**config.mk**
```make
export PLATFORM = sky130hd
export DESIGN_NAME = uba_vect_arb
export DESIGN_NICKNAME = d
export VERILOG_FILES = /design/src/rtl/uba_vect_arb.sv
export SDC_FILE = /design/constraint.sdc
export NUM_CORES = 1
export LEC_CHECK = 0
export CAP_MARGIN = 15
export CORE_MARGIN = 2
export CORE_UTILIZATION = 45
export DETAILED_ROUTE_END_ITERATION = 8
export PLACE_DENSITY = 0.92
export SLEW_MARGIN = 20
export SYNTH_ARGS = -nofsm -noshare
export SYNTH_HDL_FRONTEND = slang
export SYNTH_SLANG_ARGS = --single-unit
```
**constraint.sdc**
```tcl
create_clock -name clk -period 4.05 [get_ports clk]
set_clock_uncertainty 0.1 [all_clocks]
set_input_delay 1.0125 -clock clk [delete_from_list [all_inputs] [get_ports clk]]
set_output_delay 1.0125 -clock clk [all_outputs]
set_load 0.02 [all_outputs]
```
**src/rtl/uba_vect_arb.sv**
```systemverilog
`default_nettype none
// ============================================================================
//  Module      : uba_vect_arb
//  Description : UBA interrupt-acknowledge / vector arbiter. On a CPU vector
//                read for a PI level it grants the highest-priority eligible
//                device BR with a one-hot acknowledge. It then captures the
//                device's 16-bit vector into a 36-bit word, and falls back to
//                a timeout completion if no vector arrives. It also answers
//                the CPU "who are you" poll with a registered match bit.
//  Revision    : 1.0 - initial release
// ============================================================================
module uba_vect_arb #(
  parameter int TIMEOUT = 64            // GRANT cycles before forced completion (>=2)
) (
  input  logic          clk,
  input  logic          rst,
  // WRU poll
  input  logic          wruREAD,
  input  logic [0:2]    wruPI,
  output logic          wruRESP,
  // CPU vector read
  input  logic          vectREAD,
  input  logic [0:2]    vectPI,
  output logic          vectDONE,
  output logic [0:35]   vectDATA,
  output logic          vectNONE,
  output logic          vectTMO,
  // PI assignment of the BR pairs
  input  logic [0:2]    statPIH,
  input  logic [0:2]    statPIL,
  // Device side
  input  logic [7:4]    devINTR,
  output logic [7:4]    devACKO,
  input  logic          devVECTV,
  input  logic [15:0]   devVECT
);

  localparam int              CNT_W       = $clog2(TIMEOUT);
  localparam logic [CNT_W-1:0] c_cnt_last = CNT_W'(TIMEOUT - 1);

  // ST_NONE is a one-cycle passive-release step so a read with no requester
  // completes with the same two-cycle latency as the bus would take to settle.
  typedef enum logic [1:0] {
    ST_IDLE  = 2'd0,
    ST_NONE  = 2'd1,
    ST_GRANT = 2'd2,
    ST_DONE  = 2'd3
  } state_t;

  state_t            state_q, state_d;
  logic [CNT_W-1:0]  cnt_q, cnt_d;
  logic [3:0]        ack_q, ack_d;
  logic [35:0]       data_q, data_d;
  logic              none_q, none_d;
  logic              tmo_q, tmo_d;
  logic              wru_q, wru_d;

  logic [3:0]        w_vect_cand;
  logic [3:0]        w_vect_win;
  logic [3:0]        w_wru_cand;

  // Candidate BRs at a level: eligible through its PI assignment and requesting.
  // Bit 3..0 map to BR7..BR4. Level 0 never matches anything.
  function automatic logic [3:0] cand_f(input logic [2:0] lvl,
                                        input logic [2:0] pih,
                                        input logic [2:0] pil,
                                        input logic [3:0] intr);
    logic [3:0] elig;
    elig = 4'b0000;
    if (lvl != 3'd0) begin
      elig[3] = (pih == lvl);
      elig[2] = (pih == lvl);
      elig[1] = (pil == lvl);
      elig[0] = (pil == lvl);
    end
    return elig & intr;
  endfunction

  // Fixed priority BR7 > BR6 > BR5 > BR4, one-hot result.
  function automatic logic [3:0] pick_f(input logic [3:0] cand);
    logic [3:0] win;
    win = 4'b0000;
    if (cand[3])      win = 4'b1000;
    else if (cand[2]) win = 4'b0100;
    else if (cand[1]) win = 4'b0010;
    else if (cand[0]) win = 4'b0001;
    return win;
  endfunction

  assign w_vect_cand = cand_f(vectPI, statPIH, statPIL, devINTR);
  assign w_vect_win  = pick_f(w_vect_cand);
  assign w_wru_cand  = cand_f(wruPI, statPIH, statPIL, devINTR);

  // Vector FSM next-state and next-value logic; everything holds by default.
  always_comb begin
    state_d = state_q;
    cnt_d   = cnt_q;
    ack_d   = ack_q;
    data_d  = data_q;
    none_d  = none_q;
    tmo_d   = tmo_q;
    case (state_q)
      ST_IDLE: begin
        if (vectREAD) begin
          // Accepting a read clears the previous result.
          data_d = 36'd0;
          none_d = 1'b0;
          tmo_d  = 1'b0;
          if (w_vect_win == 4'b0000) begin
            state_d = ST_NONE;
          end else begin
            ack_d   = w_vect_win;
            cnt_d   = '0;
            state_d = ST_GRANT;
          end
        end
      end
      ST_NONE: begin
        none_d  = 1'b1;
        state_d = ST_DONE;
      end
      ST_GRANT: begin
        // The vector takes precedence over a timeout on the same cycle.
        if (devVECTV) begin
          data_d  = {20'd0, devVECT};
          ack_d   = 4'b0000;
          state_d = ST_DONE;
        end else if (cnt_q == c_cnt_last) begin
          data_d  = 36'd0;
          tmo_d   = 1'b1;
          ack_d   = 4'b0000;
          state_d = ST_DONE;
        end else begin
          cnt_d = cnt_q + CNT_W'(1);
        end
      end
      ST_DONE: begin
        state_d = ST_IDLE;
      end
      default: begin
        ack_d   = 4'b0000;
        state_d = ST_IDLE;
      end
    endcase
  end

  // WRU answer is purely a registered lookup, independent of the vector FSM.
  always_comb begin
    wru_d = wruREAD & (|w_wru_cand);
  end

  // State and output registers; reset drops the acknowledge immediately.
  always_ff @(posedge clk or posedge rst) begin
    if (rst) begin
      state_q <= ST_IDLE;
      cnt_q   <= '0;
      ack_q   <= 4'b0000;
      data_q  <= 36'd0;
      none_q  <= 1'b0;
      tmo_q   <= 1'b0;
      wru_q   <= 1'b0;
    end else begin
      state_q <= state_d;
      cnt_q   <= cnt_d;
      ack_q   <= ack_d;
      data_q  <= data_d;
      none_q  <= none_d;
      tmo_q   <= tmo_d;
      wru_q   <= wru_d;
    end
  end

  assign vectDONE = (state_q == ST_DONE);
  assign vectDATA = data_q;
  assign vectNONE = none_q;
  assign vectTMO  = tmo_q;
  assign devACKO  = ack_q;
  assign wruRESP  = wru_q;

endmodule
`default_nettype wire

```
==> impl_metrics.json <==
{
  "dieHeight_um": 68.8,
  "place.detailed.hpwl_um": 3470,
  "detailedRoute.firstPassIterationCount": 4,
  "worst-slew-pin-transition_ns": 0.861,
  "avgSynthCellArea_um2": 9.26,
  "multi_input_area_um2": 963,
  "final_hold_violation_count": 0,
  "die_area_um2": 4730,
  "io_buffers": 60,
  "vias": 1624,
  "wirelength_um": 4310,
  "grt_max_degree": 25,
  "wl_per_cell_um": 13.7,
  "total_leakage_power_nw": 1.18,
  "antenna_cells_inserted": 0,
  "final_cells": 315,
  "cts_buffers": 5,
  "ioPinCount": 81,
  "antenna_violating_nets_post_route": 0,
  "synth-edff-count": 0,
  "rows": 23,
  "finish.utilization_pct": 62.8,
  "unrepaired_setup_endpoints_after_global_routing": "false",
  "buffer_count_from_post_cts_setup_fixing": 0,
  "area_growth_pct": 34.1,
  "cts_resized": 0,
  "ys.warnings.count": 0,
  "path_max_fanout": 9,
  "die_width_um": 68.8,
  "vdd_ir_drop_max_uv": 256,
  "synth-async-reset-ratio_pct": 100,
  "layout-drive-gt1-share_pct": 10.2,
  "post-route-worst-setup-slack_ns": 1.23,
  "placed_cell_area_um2": 2440,
  "setup.worst_path.start_class": "primary input",
  "nNetsFinal": 307,
  "worst_hold_path_type": "flip-flop to flip-flop",
  "cpLargestDelayFamily": "buffers and inverters",
  "final_max_slew_viol_count": 0,
  "detail_route.vias_per_cell": 5.16,
  "floorplan_core_area_um2": 4030,
  "clock_tree.buffer_depth": 2,
  "crit_path_max_incr_delay_ns": 0.48,
  "worst-path-buf-inv": 1,
  "setup_total_negative_slack_ns": 0,
  "number_of_antenna_violations_at_the_first_check_in_global_routing": 0,
  "fillers": 331,
  "number_of_design_rule_violations_left_after_detail_routing": 0,
  "synth.lib_cells_used.distinct": 53,
  "max_clock_freq_mhz": 354,
  "worst_setup_path_end_kind": "flip-flop",
  "power_mw": 1.42,
  "synth_top_area_cell": "dfrtp_1",
  "gp_routability_congestion": 0.810,
  "maxSlewHeadroom_pct": 42.5,
  "post-place-cells": 308,
  "min_period_over_period_pct": 69.7,
  "cpMaxStageDelayCell": "clkdlybuf4s50_1",
  "timing.setup.critical_path_class": "primary input to flip-flop",
  "outcome": "complete, no violations",
  "synth.yosys.seq_area_share_pct": 41.1,
  "post_cts_hold_buffer_count": 0,
  "sequential_cell_area_um2": 776,
  "yosys-top-cells-area": "dfrtp_1, buf_4, nand2_1, nand3_1, ha_1",
  "total_of_flip_flops_plus_latches_after_synthesis": 31,
  "first_pass_grt_wire_length_um": 6640,
  "grt_util_all_layers_pct": 19.3,
  "crit_required_ns": 4.11,
  "max_cap_violations": 0,
  "powerDensity_nw_per_um2": 561,
  "vias_in_the_first_global_route": 1490,
  "cp_data_arrival_time_ns": 2.89,
  "floorplan.initialDensity_pct": 46.9,
  "worst_hold_check_slack_ns": 0.365,
  "clock_sink_count": 31,
  "clk_pin_slew_worst_paths_ns": 0.06,
  "cts_root_buf": "clkbuf_8",
  "finalSetupViolations": 0,
  "ys_dominant_reg_cell": "dfrtp_1",
  "ordered_cell_list_for_the_critical_path": "clkdlybuf4s50_1, xnor2_1, nand4_1, o221ai_2, nand2_2, mux2_4",
  "clock_latency_ns": 0.28,
  "post_synth_instance_area_um2": 1890,
  "cts_h_tree_lvls": 2,
  "netlist_instances": 204,
  "detailedRoute.firstIterationViolations": 117,
  "final_cell_area_um2": 2530,
  "synthDominantCellAreaShare_pct": 41.1,
  "overflow": 0,
  "pre_cts_ws_ns": 0.931,
  "min_period_ns": 2.82,
  "tritoncts": "built"
}
[synth_stat cells, drive strengths merged (2+ instances only)]
library cell,count
nand2,39
dfrtp,31
buf,27
nand3,18
nor2,11
inv,7
o21ai,6
xnor2,6
ha,5
nor3,5
xor2,4
a21oi,3
and4,3
a2111oi,2
a21boi,2
a31o,2
a31oi,2
nand2b,2
nand4,2
nor2b,2
o2bb2ai,2
[sequential cells by signal, summed over array words and instances (netlist names)]
| signal | count |
|---|---|
| vectNONE | 1 |
| wruRESP | 1 |
| state_q | 2 |
| vectDATA | 16 |
| cnt_q | 6 |
| vectTMO | 1 |
| devACKO | 4 |
[layer usage]
metal / routed length [µm] / share of wire (%) / vias up / GRT usage (%)
met1: 1700 / 39 / 780 / 21.4
met5: 0 / 0 / - / 0
met2: 2220 / 52 / 52 / 33.4
met3: 317 / 7.4 / 6 / 6.33
li1: - / - / 786 / -
met4: 64 / 1.5 / 0 / 9.07
[layout make-up]
class	count	share of cell area (%)
multi-input cells	158	38.1
clock buffers	6	3.26
repair buffers	62	24.3
clock inverters	1	0.198
flip-flops and latches	31	30.6
well taps	50	2.47
inverters	7	1.04
[tightest hold or removal path, delay by kind of cell, from the launching register on]
family	cells	cell delay, ns
DFF	1	0.34
and+or+nand+nor	2	0.10
[worst paths after layout]
kind	startpoint	end	slack, ns	cells after the start
max in group asynchronous	rst	state_q[1]	2.09	3
min in group asynchronous	rst	vectDATA[33]	1.11	2
hold / removal	vectDATA[35]	vectDATA[35]	0.36	2
setup reg to reg	state_q[0]	devACKO[4]	1.63	7
hold reg to reg	vectDATA[35]	vectDATA[35]	0.36	2
setup / recovery	vectPI[2]	cnt_q[0]	1.23	6
[cells by family (layout without fill, tap and decap cells)]
group,after synthesis,count (layout),synth area share (%)
DFF,31,31,41.1
muxes,2,2,1.33
xor gates and xnor gates,10,10,4.64
AOI/OAI and AO/OA,32,32,13.6
and+or+nand+nor,89,89,24.2
adders and majority gates,5,5,3.31
other,1,20,0.199
buffers and inverters,34,76,11.7
[power breakdown]
| part | switching [mW] | internal [mW] |
|---|---|---|
| Sequential | 0.0611 | 0.399 |
| Combinational | 0.424 | 0.293 |
| Clock | 0.111 | 0.133 |
[layout by cell type, fill, tap and decap left out, types with 2 or more instances in the layout]
master / count
clkdlybuf4s50_1: 60
a31o_2: 2
xnor2_1: 6
o21ai_0: 6
nand2b_1: 2
xor2_1: 4
nand3_1: 18
a31oi_1: 2
a21oi_1: 2
inv_1: 7
nor2_1: 11
and4_1: 2
nor2b_1: 2
ha_1: 5
nand2_1: 38
conb_1: 20
o2bb2ai_1: 2
nor3_2: 4
buf_4: 2
a2111oi_0: 2
dfrtp_1: 31
clkbuf_8: 6
Note: power is estimated with default switching activity, not from simulation.
